$ cat src/rtl/if_fetch.sv
`default_nettype none
// ============================================================================
// Module   : if_fetch
// Brief    : Instruction-fetch stage with boot delay, one-word stall hold
//            buffer and branch/jump redirect into the IF/ID register.
// Revision : 1.0 - initial release
// ============================================================================
module if_fetch #(
  parameter logic [31:0] RESET_PC    = 32'h0000_0000,
  parameter int unsigned BOOT_CYCLES = 1
) (
  input  logic        reloj,
  input  logic        reset,
  input  logic        stall,
  input  logic        branch_taken,
  input  logic [31:0] branch_target,
  input  logic        jump,
  input  logic [25:0] jump_addr,
  input  logic [31:0] id_pc4,
  output logic        imem_req,
  output logic [31:0] imem_addr,
  input  logic        imem_ready,
  input  logic [31:0] imem_data,
  output logic [31:0] PC_4,
  output logic [31:0] DO,
  output logic        enableIF,
  output logic        resetIF,
  output logic [31:0] fetch_count
);

  typedef enum logic [1:0] {
    S_BOOT  = 2'd0,
    S_FETCH = 2'd1,
    S_HOLD  = 2'd2
  } state_t;

  localparam logic [3:0] C_BOOT_LAST = 4'(BOOT_CYCLES - 1);

  state_t      r_state;
  logic [31:0] r_pc;
  logic [3:0]  r_boot_cnt;
  logic [31:0] r_hold_pc4;
  logic [31:0] r_hold_data;
  logic [31:0] r_fetch_count;

  logic        w_in_boot;
  logic        w_br;
  logic        w_jmp;
  logic        w_redirect;
  logic [31:0] w_target;
  logic [31:0] w_pc4;
  logic        w_unused;

  // Only the region bits of the ID-stage PC+4 feed the jump target.
  assign w_unused = &{1'b0, id_pc4[27:0]};

  assign w_pc4      = r_pc + 32'd4;
  assign w_in_boot  = (r_state == S_BOOT);
  assign w_br       = branch_taken & ~w_in_boot;
  assign w_jmp      = jump & ~stall & ~branch_taken & ~w_in_boot;
  assign w_redirect = w_br | w_jmp;
  assign w_target   = w_br ? branch_target : {id_pc4[31:28], jump_addr, 2'b00};

  assign imem_addr   = r_pc;
  assign imem_req    = (r_state == S_FETCH);
  assign resetIF     = reset | w_redirect;
  assign fetch_count = r_fetch_count;

  always_comb begin
    enableIF = 1'b0;
    PC_4     = 32'h0;
    DO       = 32'h0;
    case (r_state)
      S_FETCH: begin
        enableIF = imem_ready & ~stall & ~w_redirect;
        PC_4     = w_pc4;
        DO       = imem_data;
      end
      S_HOLD: begin
        enableIF = ~stall & ~w_redirect;
        PC_4     = r_hold_pc4;
        DO       = r_hold_data;
      end
      default: ;
    endcase
  end

  always_ff @(posedge reloj or posedge reset) begin
    if (reset) begin
      r_state       <= S_BOOT;
      r_pc          <= RESET_PC;
      r_boot_cnt    <= 4'd0;
      r_hold_pc4    <= 32'h0;
      r_hold_data   <= 32'h0;
      r_fetch_count <= 32'h0;
    end else begin
      if (enableIF)
        r_fetch_count <= r_fetch_count + 32'd1;
      case (r_state)
        S_BOOT: begin
          if (r_boot_cnt == C_BOOT_LAST)
            r_state <= S_FETCH;
          else
            r_boot_cnt <= r_boot_cnt + 4'd1;
        end
        S_FETCH: begin
          if (w_redirect) begin
            r_pc <= w_target;
          end else if (imem_ready) begin
            if (stall) begin
              r_hold_pc4  <= w_pc4;
              r_hold_data <= imem_data;
              r_state     <= S_HOLD;
            end else begin
              r_pc <= w_pc4;
            end
          end
        end
        S_HOLD: begin
          // PC still points at the held word, so PC+4 is the next fetch.
          if (w_redirect) begin
            r_pc    <= w_target;
            r_state <= S_FETCH;
          end else if (!stall) begin
            r_pc    <= w_pc4;
            r_state <= S_FETCH;
          end
        end
        default: r_state <= S_BOOT;
      endcase
    end
  end

endmodule
`default_nettype wire

$ cat config.mk
export PLATFORM = sky130hd
export DESIGN_NAME = if_fetch
export DESIGN_NICKNAME = d
export VERILOG_FILES = /design/src/rtl/if_fetch.sv
export SDC_FILE = /design/constraint.sdc
export NUM_CORES = 1
export LEC_CHECK = 0
export ABC_AREA = 1
export CAP_MARGIN = 15
export CORE_MARGIN = 2
export CORE_UTILIZATION = 45
export DETAILED_ROUTE_END_ITERATION = 12
export PLACE_DENSITY = 0.78
export SYNTH_ARGS = -nofsm -noshare
export SYNTH_HDL_FRONTEND = slang
export SYNTH_SLANG_ARGS = --single-unit
$ cat constraint.sdc
create_clock -name reloj -period 6 [get_ports reloj]
set_input_delay 1.2 -clock reloj [delete_from_list [all_inputs] [get_ports reloj]]
set_output_delay 1.2 -clock reloj [all_outputs]
set_load 0.005 [all_outputs]
==> results by group <==
Finish
  – Fin cells: 1633
  – Layout cell share with drive strength beyond 1: 0.05769
  – Filler instances: 1567
  – Layout Nets: 1527
  – Design Area, Final: 11140 sq um
  – Final Util: 0.6242
  – Area Growth Syn to Fin: 37.47%
  – Antenna cells: 0

Clock tree
  – Setup bufs post-CTS: 0
  – Clk sinks: 134
  – CTS H-Tree Depth: 4
  – Reg clk slew, reported paths: 0.06 ns
  – Worst-skew pair later-pin latency: 0.43 ns
  – CTS Hold Bufs: 0
  – Max Root-Sink Buffers: 2
  – PostCTS Resize Cnt: 0
  – Clock tree root buffer cell: clkbuf_16
  – CTS tree: built
  – Total CTS buffers: 17

Floorplan
  – Core area: 17840 sq um
  – Ports: 259
  – Die W: 138.2 microns
  – FP Rows: 49
  – Die ar.: 19090 sq um
  – Starting Density: 0.4541
  – Die height: 138.2 microns

Yosys
  – Synthesis-stage register bit count: 134
  – Synth Instances: 1188
  – Compound-cell area share of the yosys netlist: 0.07320
  – Async S/R FF share, synth: 1.000
  – Mapped Avg Cell Area: 6.819 sq um
  – Largest family of logic cells by synthesized area: simple AND/OR/NAND/NOR gates
  – Adder-cell area share of the yosys netlist: 0.01236
  – Post-Synth Simple-Gate Area: 0.3988
  – Library cells used by synthesis: 38
  – Share of the synthesized area in the top cell type: 0.4139
  – Primary FF master, synth: dfrtp_1
  – EDFF count, synth: 0
  – Ys Warns: 0
  – Synthesized Nets: 1324
  – Mapped Area: 8102 sq um
  – Post-synthesis mux area share: 0
  – Synth Area in XOR/XNOR: 0.03846
  – Synth area leader: dfrtp_1
  – Most frequent cell after synthesis: nand2_1
  – Largest cells by area after synthesis: dfrtp_1 (41%), nand2_1 (26%), nand3_1 (4.3%)
  – Synth cell count leaders: nand2_1 (565), dfrtp_1 (134), nor2_1 (83)
  – Register area share after synthesis: 0.4139

GRT
  – Largest net degree at the start of global routing: 65
  – GRT Resource Usage Total: 0.2705
  – GR Layer Usage met3: 0.04711
  – Grt total ovfl: 0
  – Number of global-route vias before repair: 8211
  – First-pass GRT wire length: 41860 microns
  – Met1 Use GR: 0.3438
  – GR Util met2: 0.4586
  – GR peak layer: met2
  – Antenna violations before repair: 0

Route
  – Routed len/inst: 15.56 microns
  – Drt initial violations: 715
  – Routed WL: 25410 microns
  – 1st-pass router iterations: 5
  – DRC: 0
  – Post-route ant nets: 0
  – Routed vias: 8377
  – Post-DR vias/cell: 5.130

Placement
  – Count of buffers from port buffering: 230
  – DP Worst Slack: 1.367 ns
  – Placed cell count: 1601
  – Dpl cell area: 10510 sq um
  – Final HPWL DP: 17860 microns
  – Gpl congestion: 0.9486

Setup path
  – CP Class: in2out
  – Startpoint types: primary input
  – Critical Path AT: 3.44 ns
  – Crit path max fanout: 33
  – Crit path required time: 4.80 ns
  – CP endpoint kind: primary output

Timing
  – Hold Slack: 0.4694 ns
  – Setup TNS: 0 ns
  – Final worst slack: 1.365 ns
  – RSZ-0062 raised after global routing: no
  – Slew Limit Fails: 0
  – Worst Max-Slew Pin Slew: 1.048 ns
  – Fmax: 215.7 MHz
  – Final Hold Fails: 0
  – Rel. slew slack: 0.3008
  – Worst Skew: 0.01334 ns
  – Min Tclk post-route: 4.635 ns
  – Final number of setup-violating endpoints: 0
  – Final worst-path cycle share: 0.7725

Pwr
  – Flop pwr share: 0.310
  – Worst VDD drop: 0.0002596 V
  – Power share of the clock group: 0.230
  – Pint: 2.879 mW
  – Comb pwr share: 0.460
  – P_leak: 5.102 nW
  – Overall Power: 4.919 mW
  – Switch share: 0.4147
  – Pwr Density: 441.7 nW/um^2
  – Net switching power figure: 2.040 mW

Status
  – Status: finished, final reports clean

Flow run
  – Max Cap Viol: 0

Worst hold path
  – Worst hold path type: reg2reg
[layout by cell type, fill, tap and decap left out, types with 11 or more instances in the layout]
cell               n
a21oi_1           65
o21ai_1           25
clkdlybuf4s50_1  230
inv_1             60
dfrtp_1          134
clkbuf_16         17
nand2_1          565
nand3b_1          11
o21ai_0           17
xor2_1            22
nand3_1           70
nor2_1            83
[area by class of cell]
cell class / count / area [sq um] / area share
repair buffers: 238 / 2362 / 0.2121
clock inverters: 13 / 195.2 / 0.01753
multi-input cells: 931 / 4240 / 0.3807
inverters: 69 / 266.5 / 0.02393
clock buffers: 19 / 432.9 / 0.03887
flip-flops and latches: 134 / 3353 / 0.3011
well taps: 229 / 286.5 / 0.02573
[worst max-delay path: stages]
cell             delay [ns]
clkdlybuf4s50_1        0.44
nand2_4                0.33
nand2_4                0.29
inv_4                  0.12
nand2_2                0.19
inv_2                  0.29
clkdlybuf4s50_1        0.56
[logic make-up after synthesis]
family / Yosys count
fa+ha+maj: 8
flops: 134
xor+xnor: 33
compound gates: 115
buf+inv: 123
simple gates: 775
[layer usage]
metal  share of wire  vias up
li1                -     4131
met1            0.42     3889
met2            0.49      298
met3           0.055       59
met4           0.037        0
met5               0        -
[worst paths after layout]
path	from	endpoint	slack, ns	depth (start not counted)
max	branch_taken	enableIF	1.36	7
min in group asynchronous	reset	fetch_count[0]$_DFFE_PP0P_	1.09	2
min reg2reg	r_boot_cnt[3]$_DFFE_PP0N_	r_boot_cnt[3]$_DFFE_PP0N_	0.47	1
max in group asynchronous	reset	r_hold_data[6]$_DFFE_PP0P_	3.81	3
max reg2reg	r_state[0]$_DFFE_PP0P_	r_hold_pc4[30]$_DFFE_PP0P_	2.71	11
min	r_boot_cnt[3]$_DFFE_PP0N_	r_boot_cnt[3]$_DFFE_PP0N_	0.47	1
[power groups by stage]
stage / Combinational [mW] / Sequential, mW / Clock (mW)
final: 2.26 / 1.53 / 1.13
after detailed placement: 2.26 / 1.53 / 0
after CTS: 2.27 / 1.52 / 1.14
after floorplan: 1.29 / 1.46 / 0
after global placement: 2.22 / 1.52 / 0
after global routing: 2.51 / 1.57 / 1.18
[state kept, by name (all words and copies together) (netlist names)]
signal       flops
r_hold_data     32
fetch_count     32
r_state          2
r_boot_cnt       4
r_hold_pc4      32
imem_addr       32
(Power assumes the default switching activity.)
